===== src/rtl/ahb_lite_master.sv =====
// AHB-Lite single-initiator master: maps a command/response interface onto pipelined
// SINGLE transfers with overlapped address and data phases (one transfer per cycle).
module ahb_lite_master #(
  parameter logic [3:0] HPROT_VAL = 4'b0011
) (
  input  logic        HCLK,
  input  logic        HRESET,
  // command side
  input  logic        cmd_valid,
  output logic        cmd_ready,
  input  logic        cmd_write,
  input  logic [31:0] cmd_addr,
  input  logic [1:0]  cmd_size,
  input  logic [31:0] cmd_wdata,
  // response side
  output logic        rsp_valid,
  output logic [31:0] rsp_rdata,
  output logic        rsp_error,
  // AHB-Lite bus
  output logic [31:0] HADDR,
  output logic [1:0]  HTRANS,
  output logic        HWRITE,
  output logic [2:0]  HSIZE,
  output logic [2:0]  HBURST,
  output logic [3:0]  HPROT,
  output logic        HMASTLOCK,
  output logic [31:0] HWDATA,
  input  logic        HREADY,
  input  logic        HRESP,
  input  logic [31:0] HRDATA
);

  typedef enum logic [1:0] {
    TRANS_IDLE   = 2'b00,
    TRANS_NONSEQ = 2'b10
  } trans_e;

  typedef enum logic [1:0] {
    SZ_BYTE = 2'd0,
    SZ_HALF = 2'd1,
    SZ_WORD = 2'd2
  } size_e;

  // address stage
  trans_e      ap_trans;
  size_e       ap_size;
  logic [31:0] ap_wdata;

  // data stage
  logic        dp_active;
  logic        dp_write;
  size_e       dp_size;
  logic [1:0]  dp_lane;

  size_e       cmd_size_eff;
  logic [31:0] wdata_lanes;
  logic [31:0] rdata_shifted;
  logic [31:0] rdata_ext;

  // NOTE: every always_comb output gets a default on the first line, so no path can leave it unassigned and infer a latch.
  always_comb begin
    cmd_size_eff = SZ_WORD;
    if (cmd_size != 2'd3) cmd_size_eff = size_e'(cmd_size);

    wdata_lanes = ap_wdata;
    case (ap_size)
      SZ_BYTE: wdata_lanes = {4{ap_wdata[7:0]}};
      SZ_HALF: wdata_lanes = {2{ap_wdata[15:0]}};
      default: wdata_lanes = ap_wdata;
    endcase

    rdata_shifted = HRDATA >> {dp_lane, 3'b000};
    rdata_ext     = rdata_shifted;
    case (dp_size)
      SZ_BYTE: rdata_ext = {24'h0, rdata_shifted[7:0]};
      SZ_HALF: rdata_ext = {16'h0, rdata_shifted[15:0]};
      default: rdata_ext = rdata_shifted;
    endcase
  end

  assign cmd_ready = HREADY;
  assign HTRANS    = ap_trans;
  assign HSIZE     = {1'b0, ap_size};
  assign HBURST    = 3'b000;
  assign HPROT     = HPROT_VAL;
  assign HMASTLOCK = 1'b0;

  // NOTE: registers use non-blocking assignments so every stage samples the pre-edge value of the stage before it.
  always_ff @(posedge HCLK or posedge HRESET) begin
    if (HRESET) begin
      ap_trans <= TRANS_IDLE;
      HADDR    <= '0;
      HWRITE   <= 1'b0;
      ap_size  <= SZ_BYTE;
      ap_wdata <= '0;
    end else if (HREADY) begin
      if (cmd_valid) begin
        ap_trans <= TRANS_NONSEQ;
        HADDR    <= cmd_addr;
        HWRITE   <= cmd_write;
        ap_size  <= cmd_size_eff;
        ap_wdata <= cmd_wdata;
      end else begin
        ap_trans <= TRANS_IDLE;
      end
    end
  end

  // Data stage and HWDATA advance together; both freeze while the slave stretches the data phase.
  always_ff @(posedge HCLK or posedge HRESET) begin
    if (HRESET) begin
      dp_active <= 1'b0;
      dp_write  <= 1'b0;
      dp_size   <= SZ_BYTE;
      dp_lane   <= 2'b00;
      HWDATA    <= '0;
    end else if (HREADY) begin
      dp_active <= (ap_trans == TRANS_NONSEQ);
      dp_write  <= HWRITE;
      dp_size   <= ap_size;
      dp_lane   <= HADDR[1:0];
      HWDATA    <= wdata_lanes;
    end
  end

  always_ff @(posedge HCLK or posedge HRESET) begin
    if (HRESET) begin
      rsp_valid <= 1'b0;
      rsp_rdata <= '0;
      rsp_error <= 1'b0;
    end else begin
      rsp_valid <= dp_active && HREADY;
      if (dp_active && HREADY) begin
        rsp_error <= HRESP;
        rsp_rdata <= (!dp_write && !HRESP) ? rdata_ext : 32'h0;
      end
    end
  end

endmodule


===== config.mk =====
export PLATFORM = sky130hd
export DESIGN_NAME = ahb_lite_master
export DESIGN_NICKNAME = d
export VERILOG_FILES = /design/src/rtl/ahb_lite_master.sv
export SDC_FILE = /design/constraint.sdc
export NUM_CORES = 1
export LEC_CHECK = 0
export BUFFER_PORTS_ARGS = -buffer_cell sky130_fd_sc_hd__buf_2
export CAP_MARGIN = 40
export CORE_MARGIN = 4
export CORE_UTILIZATION = 45
export CTS_BUF_LIST = sky130_fd_sc_hd__clkbuf_2
export DETAILED_ROUTE_END_ITERATION = 10
export HOLD_SLACK_MARGIN = 0.03
export PLACE_DENSITY = 0.78
export SYNTH_ARGS = -nofsm -noshare
export SYNTH_HDL_FRONTEND = slang
export SYNTH_SLANG_ARGS = --single-unit
export TNS_END_PERCENT = 1

===== constraint.sdc =====
create_clock -name HCLK -period 4.1 [get_ports HCLK]
set_input_delay 0.205 -clock HCLK [delete_from_list [all_inputs] [get_ports HCLK]]
set_output_delay 0.205 -clock HCLK [all_outputs]
set_load 0.05 [all_outputs]

### Word level (Yosys, flattened, before mapping)

Cells that the tools add are included.

* output and inout bits: 113
* bits in registers: 141
* input bits: 104
* word-level logic and storage cells: 30

* equality and inequality tests: 4
* shifts and indexed selects: 1
* reductions and logical operators: 7
* muxes and demuxes: 5

Operators with widths (count)
* case mux 32 bit (2 select lines): 2
* 2-to-1 mux 32 bit: 1
* >> shifter 32 x 5 -> 32 bit: 1
* equality test 2 x 1 -> 1 bit, second input constant: 2
* logical NOT 2 bit: 2
* 2-to-1 mux 2 bit: 2
* equality test 2 bit, second input constant: 1
* logical AND 1 bit: 2
* logical NOT 1 bit: 2
* inequality test 2 bit, second input constant: 1
* AND reduction 2 bit: 1

### Depth between registers and ports, before layout

Gate-level depths: netlist of the first run.

* word-level depth: 3
* gate-level depth with buffers: 5
* gate-level depth less buffers: 3

### Worst setup path after synthesis of the first run

OpenSTA, ideal clock, no wires.

* kind: register -> register
* from: reg ap_size[0]
* to: reg HWDATA[24]
* data arrival time: 1.473 ns
* path slack: 2.502 ns
* setup time: 0.125 ns
* path buffers: 1
* clock period less this slack: 1.598 ns
* required time: 3.975 ns
* cell stages (with the launch flop): 5
* path through: dfrtp_1 -> buf_2 -> mux2i_1 -> o21ai_0 -> mux2_2

* longest elaborated chain between the ends: 2
* elaborated cells between the ends (all ways): 3
* classes of those cells: 1 x eq/ne; 1 x mux; 1 x reduce/logical

Ends and longest elaborated chain
* start, declared: line 46 `size_e ap_size;`
* start signal, assigned: line 101 `ap_size <= cmd_size_eff;`
* equality test 2 x 1 -> 1 bit or logical NOT 2 bit (tied branches): line 66 `case (ap_size)`
* case mux 32 bit (2 select lines) (*): line 66
* end signal, assigned: line 122 `HWDATA <= wdata_lanes;`
* end, declared: line 27 `output logic [31:0] HWDATA,`

Every way passes the cells marked *; elsewhere a longest branch is shown, timed or not.
A chain may end at the register's enable or synchronous reset.

### Worst setup path after layout of the first run

* from: reg dp_lane[0]
* to: reg rsp_rdata[10]

* longest elaborated chain between the ends: 3

Ends and longest elaborated chain
* start, declared: line 53 `logic [1:0] dp_lane;`
* start signal, assigned: line 121 `dp_lane <= HADDR[1:0];`
* >> shifter 32 x 5 -> 32 bit: line 72 `rdata_shifted = HRDATA >> {dp_lane, 3'b000};`
* case mux 32 bit (2 select lines): line 74 `case (dp_size)`
* 2-to-1 mux 32 bit: line 135 `rsp_rdata <= (!dp_write && !HRESP) ? rdata_ext : 32'h0;`
* end signal, assigned: line 135
* end, declared: line 17 `output logic [31:0] rsp_rdata,`

No other way between the ends.

==> impl_results.md, run 1 <==
* Routed WL per cell at 18.27 um
* H-tree depth at 4
* Slew headroom at 0.4069
* WP data required at 4.74 ns
* Nets at 857
* Clk root buf: clkbuf_2
* Tot GR Track Use at 0.2309
* Antenna Nets Post-Route at 0
* Die H at 123.2 um
* Number of enable flip-flop cells after synthesis at 0
* Setup violators final at 0
* Critical-path maximum fanout at 33
* Placed Cells at 803
* Outcome: finished, final reports clean
* Starting DRT DRC Count at 329
* Max Slew Vio Count at 0
* Cell area after synthesis at 5976 um^2
* Flop-to-flop setup slack at 1.79 ns
* Via count at 4837
* Vias in the first global route at 5387
* Die ar. at 15190 um^2
* F_max at 0.4327 GHz
* Synth warnings at 0
* Site Rows at 41
* Post-synthesis sequential area ratio at 0.5863
* Largest net degree at the start of global routing at 97
* Drt drc at 0
* Lkg Pwr at 0.004116 uW
* Non-Filler Instances at 938
* Final HPWL DP at 11050 um
* Worst-path clk slew at 0.23 ns
* Skew final at 0.04757 ns
* Ports at 217
* Mapped Cells at 448
* Max-Cap Viols at 0
* Area contributors post-synth: dfrtp_1 (59%), mux2_2 (17%), mux2i_1 (6.7%)
* Num CTS Buffers at 17
* Power Density at 475.7 nW/um^2
* Share of cells above drive strength 1 at 0.4372
* Peak VDD IR at 0.2579 mV
* Period utilization at 0.5637
* Area added between synthesis and finish at 40.83%
* DP Area at 7157 um^2
* #FFs+latches synth at 140
* Grt total ovfl at 0
* Final number of hold-violating endpoints at 0
* Initial antenna violation count at 1
* Worst slew pin tran at 0.8865 ns
* Starting Density at 0.4660
* Post-synth top area share at 0.5863
* WL final at 17140 um
* Die width at 123.2 um
* Syn_area_per_cell at 13.34 um^2
* Port buffer count at 206
* Commonest cells post-synth: dfrtp_1 (140), mux2_2 (89), mux2i_1 (40)
* Tmin final at 2.311 ns
* Clk buf depth at 2
* Post-route cell area at 8416 um^2
* Skew-Pair Late Insertion Delay at 0.71 ns
* Worst setup EP type: flip-flop
* First-pass GRT wire length at 26770 um
* Setup TNS at 0 ns
* Most frequent cell after synthesis: dfrtp_1
* CTS tree: yes
* Critical path class: flip-flop to flip-flop
* CP Launch Type: flip-flop
* Cell taking the most area after synthesis: dfrtp_1
* Placer Congestion at 0.8138
* Arr. time, crit path at 2.95 ns
* RSZ-0062 raised after global routing: no
* Hold Path Class: input port to flip-flop
* Vias/cell at 5.157
* Main synth FF type: dfrtp_1
* Number of iterations in the first detailed-routing pass at 4
* Synth cell types at 25
* Ys async rst share at 1.000
* Clk sink count at 140
* Core ar. at 12820 um^2
timing repair:
item	4_1_cts	5_1_grt
resized for setup	0	0
setup endpoints to repair	0	0
hold endpoints to repair	199	0
hold buffers	103	0
buffers inserted	0	0
final cells by class:
class                   instances  area [um^2]
well taps                     172        215.2
flip-flops and latches        140         3503
multi-input cells             273         2263
fillers                       954         4409
clock inverters                11        127.6
repair buffers                318         2190
clock buffers                  19        95.09
inverters                       3        16.27
diodes                          2        5.005
metrics by stage:
stage / setup slack, ns / util / hold slack (ns) / total power, uW
floorplan: 0.1421 / - / 0.3376 / 2775
global placement: 1.848 / 0.5516 / 0.4369 / 3082
detailed placement: 2.046 / 0.5580 / 0.09442 / 3144
CTS: 1.769 / 0.6558 / 0.09186 / 4021
global route: 1.681 / 0.6560 / 0.1160 / 4196
finish: 1.789 / 0.6562 / 0.1438 / 4004
metal layers:
| layer | vias to the layer above | routed length (um) | GRT usage |
|---|---|---|---|
| met5 | - | 0 | 0 |
| met4 | 0 | 564 | 0.1225 |
| met3 | 47 | 1252 | 0.06542 |
| met2 | 228 | 9066 | 0.4088 |
| met1 | 2368 | 6253 | 0.2496 |
| li1 | 2194 | - | - |
flip-flops by register name, indices dropped and copies added (netlist names):
register and flops:
HWDATA 32, HTRANS 1, rsp_valid 1, rsp_rdata 32, dp_write 1, dp_active 1, ap_wdata 32, ap_size 2
dp_lane 2, dp_size 2, HWRITE 1, HADDR 32, rsp_error 1
cells in the final DEF, fill, tap and decap left out, types with 2 or more instances in the layout:
cell type,instances
o21ai_0,18
mux2_2,89
diode_2,2
o2bb2ai_1,8
clkinv_2,3
a32o_1,8
clkbuf_2,19
nand2_1,26
bufinv_16,3
a211o_1,8
mux2i_1,40
nor2_1,18
buf_4,6
buf_2,206
nor2b_1,9
dlygate4sd3_1,103
inv_1,2
a21oi_1,16
clkinv_1,4
conb_1,10
a22o_1,16
dfrtp_1,140
buf_16,3
logic make-up after synthesis:
| kind of cell | Yosys count | share of synthesized area |
|---|---|---|
| compound gates | 74 | 0.08878 |
| flops | 140 | 0.5863 |
| simple gates | 60 | 0.04858 |
| mux | 129 | 0.2347 |
| buf+inv | 43 | 0.04041 |
| other cells | 2 | 0.001257 |
final timing paths:
path / cells after the start / startpoint / end
setup / recovery: 5 / dp_lane[0] / rsp_rdata[10]
max in group asynchronous: 6 / HRESET / rsp_rdata[3]
setup reg to reg: 5 / dp_lane[0] / rsp_rdata[10]
hold reg to reg: 2 / rsp_rdata[23] / rsp_rdata[23]
hold / removal: 3 / HREADY / HWDATA[19]
min in group asynchronous: 4 / HRESET / HADDR[27]
critical path: stages (launching register included):
cell	delay (ns)
dfrtp_1	0.44
buf_4	0.38
nor2b_1	0.60
o2bb2ai_1	0.18
dlygate4sd3_1	0.57
a22o_1	0.12
power breakdown:
group | internal, uW | total, uW | switching [uW] | leakage [uW]
Clock | 327 | 799 | 472 | 0.000139
Combinational | 481 | 1450 | 966 | 0.00227
Sequential | 1600 | 1760 | 160 | 0.00171
Total | 2410 | 4000 | 1600 | 0.00412
Note: power is estimated with default switching activity, not from simulation.
==> inputs of run 2 (changes only) <==
--- a/config.mk
+++ b/config.mk
@@ -5,6 +5,7 @@
 export SDC_FILE = /design/constraint.sdc
 export NUM_CORES = 1
 export LEC_CHECK = 0
+export ABC_AREA = 1
 export BUFFER_PORTS_ARGS = -buffer_cell sky130_fd_sc_hd__buf_2
 export CAP_MARGIN = 40
 export CORE_MARGIN = 4
@@ -12,7 +13,7 @@
 export CTS_BUF_LIST = sky130_fd_sc_hd__clkbuf_2
 export DETAILED_ROUTE_END_ITERATION = 10
 export HOLD_SLACK_MARGIN = 0.03
-export PLACE_DENSITY = 0.78
+export PLACE_DENSITY = 0.77
 export SYNTH_ARGS = -nofsm -noshare
 export SYNTH_HDL_FRONTEND = slang
 export SYNTH_SLANG_ARGS = --single-unit
==> constraint.sdc (replaced) <==
create_clock -name HCLK -period 2 [get_ports HCLK]
set_input_delay 0.1 -clock HCLK [delete_from_list [all_inputs] [get_ports HCLK]]
set_output_delay 0.1 -clock HCLK [all_outputs]
set_load 0.05 [all_outputs]
==> run 2 against run 1 <==
Combinational power is 110% higher. Cell area up 17%. Synthesized area increased by 3.2%. First-iteration DRC count is 96% higher. Die area is 3.0% higher. Total power rose by 120%. Clock skew down 0.018 ns. Worst setup slack worse by 1.7 ns. Clock power rose to 2.9 times the previous value. Sequential power increased by 99%.
==> impl_results.md, run 2 <==
* Critical path class: input port to flip-flop
* Largest net degree at the start of global routing at 75 (-23%)
* Setup TNS at 0 ns (unchanged)
* Outcome: finished, final reports clean
* F_max at 0.5115 GHz
* Port buffer count at 206 (unchanged)
* Tot GR Track Use at 0.2959 (+0.06499)
* Lkg Pwr at 0.005484 uW (+33%)
* Drt drc at 0 (unchanged)
* Gate power share at 0.340 (-0.021)
* Placed Cells at 1142 (+42%)
* Main synth FF type: dfrtp_1
* Cell taking the most area after synthesis: dfrtp_1
* Final HPWL DP at 12750 um (+15%)
* Worst-path clk slew at 0.20 ns (-0.03 ns)
* Die H at 125.1 um (+1.5%)
* RSZ-0062 raised after global routing: no
* CTS tree: yes
* Cell area after synthesis at 6166 um^2 (+3.2%)
* Reg area at 3503 um^2 (unchanged)
* Post-synth top area share at 0.5682 (-0.01808)
* Max-Cap Viols at 0 (unchanged)
* Most frequent cell after synthesis: nand2_1
* WL final at 22790 um (+33%)
* First-pass GRT wire length at 36710 um (+37%)
* Worst setup EP type: flip-flop
* CP Launch Point: HREADY
* Synth cell types at 19 (-24%)
* Vias/cell at 5.076 (-1.6%)
* Non-Filler Instances at 1388 (+48%)
* Setup violators final at 0 (unchanged)
* Nets at 1301 (+52%)
* Slew headroom at 0.5969 (+0.1900)
* CP Launch Type: input port
* Period utilization at 0.9775
* Final core utilization at 0.7362 (+0.08003)
* Skew-Pair Late Insertion Delay at 0.74 ns (+0.03 ns)
* Number of enable flip-flop cells after synthesis at 0 (unchanged)
* Mapped Cells at 786 (+75%)
* Clock share of power at 0.261 (+0.061)
* Starting Density at 0.4619 (-0.004009)
* Routed WL per cell at 16.42 um (-10%)
* Die ar. at 15640 um^2 (+3.0%)
* Hold Path Class: input port to flip-flop
* Clk buf depth at 2 (unchanged)
* Tmin final at 1.955 ns
* Site Rows at 42 (+2.4%)
* Net Sw Power at 3413 uW (+110%)
* Starting DRT DRC Count at 645 (+96%)
* Num CTS Buffers at 17 (unchanged)
* Share of cells above drive strength 1 at 0.2149 (-0.2223)
* Clk root buf: clkbuf_2
* Power Density at 893.5 nW/um^2 (+88%)
* Grt total ovfl at 0 (unchanged)
* Area added between synthesis and finish at 59.37%
* Commonest cells post-synth: nand2_1 (451), dfrtp_1 (140), nand3_1 (57)
* Commonest cells after routing, fill and taps aside: nand2_1 (451), dlygate4sd3_1 (211), buf_2 (206)
* Crit Reg-Reg Startpoint: ap_size[1]
* Peak VDD IR at 0.5125 mV (+99%)
* Vias in the first global route at 7073 (+31%)
* Ports at 217 (unchanged)
* Area contributors post-synth: dfrtp_1 (57%), nand2_1 (27%), nand3_1 (4.6%)
* H-tree depth at 4 (unchanged)
* Antenna Nets Post-Route at 0 (unchanged)
* Core ar. at 13350 um^2 (+4.1%)
* Number of iterations in the first detailed-routing pass at 7 (+3)
* Int Pwr at 5367 uW (+120%)
* Placer Congestion at 0.8487 (+4.3%)
* Arr. time, crit path at 2.64 ns (-0.31 ns)
* Ys async rst share at 1.000 (unchanged)
* WP data required at 2.68 ns (-2.06 ns)
* Worst slew pin tran at 0.6024 ns (-0.2841 ns)
* Hold Crit Start: HRDATA[1]
* Clk sink count at 140 (unchanged)
* Skew final at 0.02998 ns (-0.01759 ns)
* Initial antenna violation count at 2 (+1)
* Most common cell after layout, fill and taps aside: nand2_1
* #FFs+latches synth at 140 (unchanged)
* DP Area at 7333 um^2 (+2.5%)
* Sequential cell fraction of total power at 0.399 (-0.040)
* Multi-input gate area at 2298 um^2 (+1.5%)
* Max Slew Vio Count at 0 (unchanged)
* Via count at 7046 (+46%)
* Fill count at 962 (+0.84%)
* Post-route cell area at 9827 um^2 (+17%)
* Net Sw Frac at 0.3888 (-0.01039)
* Syn_area_per_cell at 7.845 um^2 (-41%)
* Final number of hold-violating endpoints at 0 (unchanged)
* Critical-path maximum fanout at 20 (-39%)
* Flop-to-flop setup slack at 0.15 ns (-1.64 ns)
* Synth warnings at 0 (unchanged)
* Die width at 125.1 um (+1.5%)
* Post-synthesis sequential area ratio at 0.5682 (-0.01808)
## run 2: per-layer routing
metal | GRT usage | part of all wire | up-vias
met5 | 0 | 0 | -
li1 | - | - | 3233
met3 | 0.07207 | 0.088 | 84
met2 | 0.5112 | 0.51 | 456
met1 | 0.3540 | 0.37 | 3273
met4 | 0.1256 | 0.034 | 0
## run 2: final timing paths
path | to | cells past startpoint
min in group asynchronous | HWDATA[3] | 4
hold reg to reg | rsp_rdata[11] | 2
hold / removal | rsp_rdata[1] | 6
setup reg to reg | ap_size[1] | 3
setup / recovery | HADDR[28] | 8
max in group asynchronous | rsp_rdata[15] | 5
## run 2: cells by family after synthesis
kind of cell           Yosys count  synth area share
other                            2          0.001218
AND/OR/NAND/NOR                537            0.3444
flip-flops                     140            0.5682
buffers and inverters           82           0.06433
AO/OA/AOI/OAI                   25           0.02192
## run 2: repair_timing
action	in CTS	in global routing
endpoints found under the hold margin	276	0
setup buffers	0	1
endpoints found under the setup margin	0	15
hold buffers	211	0
gates resized for setup	0	1
## run 2: power by group through the flow
stage / Sequential, uW / Clock, uW / Combinational [uW]
4_1_cts: 3480 / 2300 / 2910
5_1_grt: 3550 / 2430 / 3180
3_3_place_gp: 3520 / 0 / 2440
2_1_floorplan: 4510 / 0 / 789
6_report: 3500 / 2290 / 2990
3_5_place_dp: 3520 / 0 / 2480
## run 2: area by class of cell
cell class | count | area share
Antenna cell | 2 | 0.0005093
Clock buffer | 17 | 0.008658
Clock inverter | 15 | 0.02737
Inverter | 35 | 0.01375
Multi-Input combinational cell | 572 | 0.2339
Sequential cell | 140 | 0.3565
Tap cell | 176 | 0.02241
Timing Repair Buffer | 431 | 0.3369
## run 2: stage by stage
step                setup slack, ns  power, uW  hold slack [ns]
floorplan                    0.1509       5303           0.2096
global placement             0.4831       5965          0.02157
detailed placement           0.4116       6002          0.02721
CTS                         0.02269       8686           0.1743
global route                0.02045       9156           0.2134
finish                      0.04505       8781           0.2445
## run 2: critical path: stages
cell and delay (ns):
dlygate4sd3_1 0.52, buf_2 0.20, nand2_2 0.11, inv_2 0.33, nand2_1 0.11, dlygate4sd3_1 0.61, nand2_1 0.08, dlygate4sd3_1 0.56
==> inputs of run 3 (changes only) <==
--- a/config.mk
+++ b/config.mk
@@ -13,6 +13,7 @@
 export CTS_BUF_LIST = sky130_fd_sc_hd__clkbuf_2
 export DETAILED_ROUTE_END_ITERATION = 10
 export HOLD_SLACK_MARGIN = 0.03
+export MAX_ROUTING_LAYER = met4
 export PLACE_DENSITY = 0.77
 export SYNTH_ARGS = -nofsm -noshare
 export SYNTH_HDL_FRONTEND = slang
==> run 3 against run 2 <==
Die area stayed put. Register-to-register slack worse by 0.08 ns. Clock skew is 0.0082 ns lower. Via count is 0.53% lower. Cell count stayed put.
==> impl_results.md, run 3 (same netlist as run 2, synthesis figures left out) <==
* Outcome: finished, final reports clean
* Hold Path Class: input port to flip-flop
* Starting DRT DRC Count at 738 (+14%)
* Multi-input gate area at 2296 um^2 (-0.11%)
* F_max at 0.5058 GHz (-1.1%)
* Arr. time, crit path at 2.63 ns (about the same)
* Critical path class: input port to flip-flop
* Largest net degree at the start of global routing at 75 (unchanged)
* Ports at 217 (unchanged)
* Setup violators final at 0 (unchanged)
* Worst setup EP type: flip-flop
* Die ar. at 15640 um^2 (unchanged)
* Vias/cell at 5.050 (-0.53%)
* CP most frequent cell: dlygate4sd3_1
* Period utilization at 0.9885 (+0.01107)
* Total power at 8770 uW (-0.12%)
* Skew final at 0.02176 ns (-0.008218 ns)
* Num CTS Buffers at 17 (unchanged)
* Initial antenna violation count at 2 (unchanged)
* CP delay by family, top: buffers and inverters
* CP max stage delay at 0.60 ns (about the same)
* CP Cell Sequence: dlygate4sd3_1 -> buf_2 -> nand2_2 -> inv_2 -> nand2_1 -> dlygate4sd3_1 -> nand2_1 -> dlygate4sd3_1
* H-tree depth at 4 (unchanged)
* Commonest cells after routing, fill and taps aside: nand2_1 (451), dlygate4sd3_1 (211), buf_2 (206)
* Worst-path clk slew at 0.20 ns (about the same)
* Slew headroom at 0.5997 (+0.002740)
* Max-Cap Viols at 0 (unchanged)
* Reg area at 3503 um^2 (unchanged)
* Final core utilization at 0.7360 (about the same)
* Routed WL per cell at 16.38 um (-0.23%)
* Placer Congestion at 0.8621 (+1.6%)
* Site Rows at 42 (unchanged)
* DP Area at 7333 um^2 (unchanged)
* Slowest library cell on the worst path: dlygate4sd3_1
* Antenna Nets Post-Route at 0 (unchanged)
* Vias in the first global route at 7108 (+0.49%)
* Tmin final at 1.977 ns (+0.02214 ns)
* Fill count at 961 (-0.10%)
* Post-route cell area at 9824 um^2 (about the same)
* Drt drc at 0 (unchanged)
* Share of cells above drive strength 1 at 0.2140 (-0.0008264)
* Skew-Pair Late Insertion Delay at 0.73 ns (about the same)
* Die width at 125.1 um (unchanged)
* WL final at 22740 um (-0.23%)
* Max Slew Vio Count at 0 (unchanged)
* CP Launch Type: input port
* Clk buf depth at 2 (unchanged)
* Final HPWL DP at 12750 um (unchanged)
* Starting Density at 0.4619 (unchanged)
* Tot GR Track Use at 0.3037 (+0.007763)
* RSZ-0062 raised after global routing: no
* Most common cell after layout, fill and taps aside: nand2_1
* Grt total ovfl at 0 (unchanged)
* WP data required at 2.66 ns (-0.02 ns)
* Worst slew pin tran at 0.5983 ns (-0.004095 ns)
* CTS tree: yes
* Core ar. at 13350 um^2 (unchanged)
* Setup TNS at 0 ns (unchanged)
* Die H at 125.1 um (unchanged)
* Power Density at 892.7 nW/um^2 (about the same)
* Nets at 1301 (unchanged)
* Port buffer count at 206 (unchanged)
* Peak VDD IR at 0.5112 mV (-0.25%)
* Clk root buf: clkbuf_2
* Lkg Pwr at 0.005484 uW (about the same)
* Critical-path maximum fanout at 20 (unchanged)
* CP Buf/Inv Count at 5 (unchanged)
* Area added between synthesis and finish at 59.33% (about the same)
* First-pass GRT wire length at 36650 um (-0.17%)
* Final number of hold-violating endpoints at 0 (unchanged)
* Number of iterations in the first detailed-routing pass at 5 (-2)
* Via count at 7009 (-0.53%)
* Clk sink count at 140 (unchanged)
==> run 3: cell type report <==
class,instances,area share
diodes,2,0.0005094
clock buffers,17,0.008660
clock inverters,15,0.02738
inverters,35,0.01375
multi-input cells,572,0.2337
flip-flops and latches,140,0.3566
well taps,176,0.02241
repair buffers,431,0.3370
==> run 3: layer usage <==
layer	wire [um]	share of wire	global-route usage	vias to the layer above
li1	-	-	-	3226
met1	8578	0.38	0.3590	3279
met2	11640	0.51	0.5144	427
met3	1769	0.078	0.05800	77
met4	750	0.033	0.1205	0
met5	0	0	-	-
==> run 3: what timing repair did <==
action,4_1_cts,5_1_grt
resized for setup,0,0
hold endpoints to repair,276,0
hold buffers,211,0
buffers inserted,0,1
endpoints found under the setup margin,0,15
==> run 3: path summary, 6_finish.rpt <==
check	end	slack, ns	depth (start not counted)	from
min	rsp_rdata[1]	0.25	6	HRDATA[1]
max in group asynchronous	rsp_rdata[21]	0.99	5	HRESET
max reg2reg	rsp_rdata[25]	0.07	5	dp_write
min reg2reg	HWDATA[5]	0.50	2	HWDATA[5]
min in group asynchronous	rsp_rdata[22]	0.38	4	HRESET
max	HADDR[28]	0.02	8	HREADY
==> run 3: worst register-to-register path: cells and delay by family (launching register included) <==
kind | cells | cell delay (ns)
buffers and inverters | 2 | 0.85
AND/OR/NAND/NOR | 3 | 0.58
flip-flops | 1 | 0.45
==> run 3: power by group <==
part           switching (uW)  internal, uW
logic                    2040           951
registers                 285          3220
clock network            1080          1200
total                    3400          5370
==> run 3: through the flow <==
stage	hold slack [ns]	setup slack (ns)	instances
floorplan	0.2096	0.1509	794
global placement	0.02157	0.4831	1142
detailed placement	0.02721	0.4116	1142
CTS	0.1743	0.02269	1385
global route	0.2263	0.01250	1388
finish	0.2529	0.02291	1388
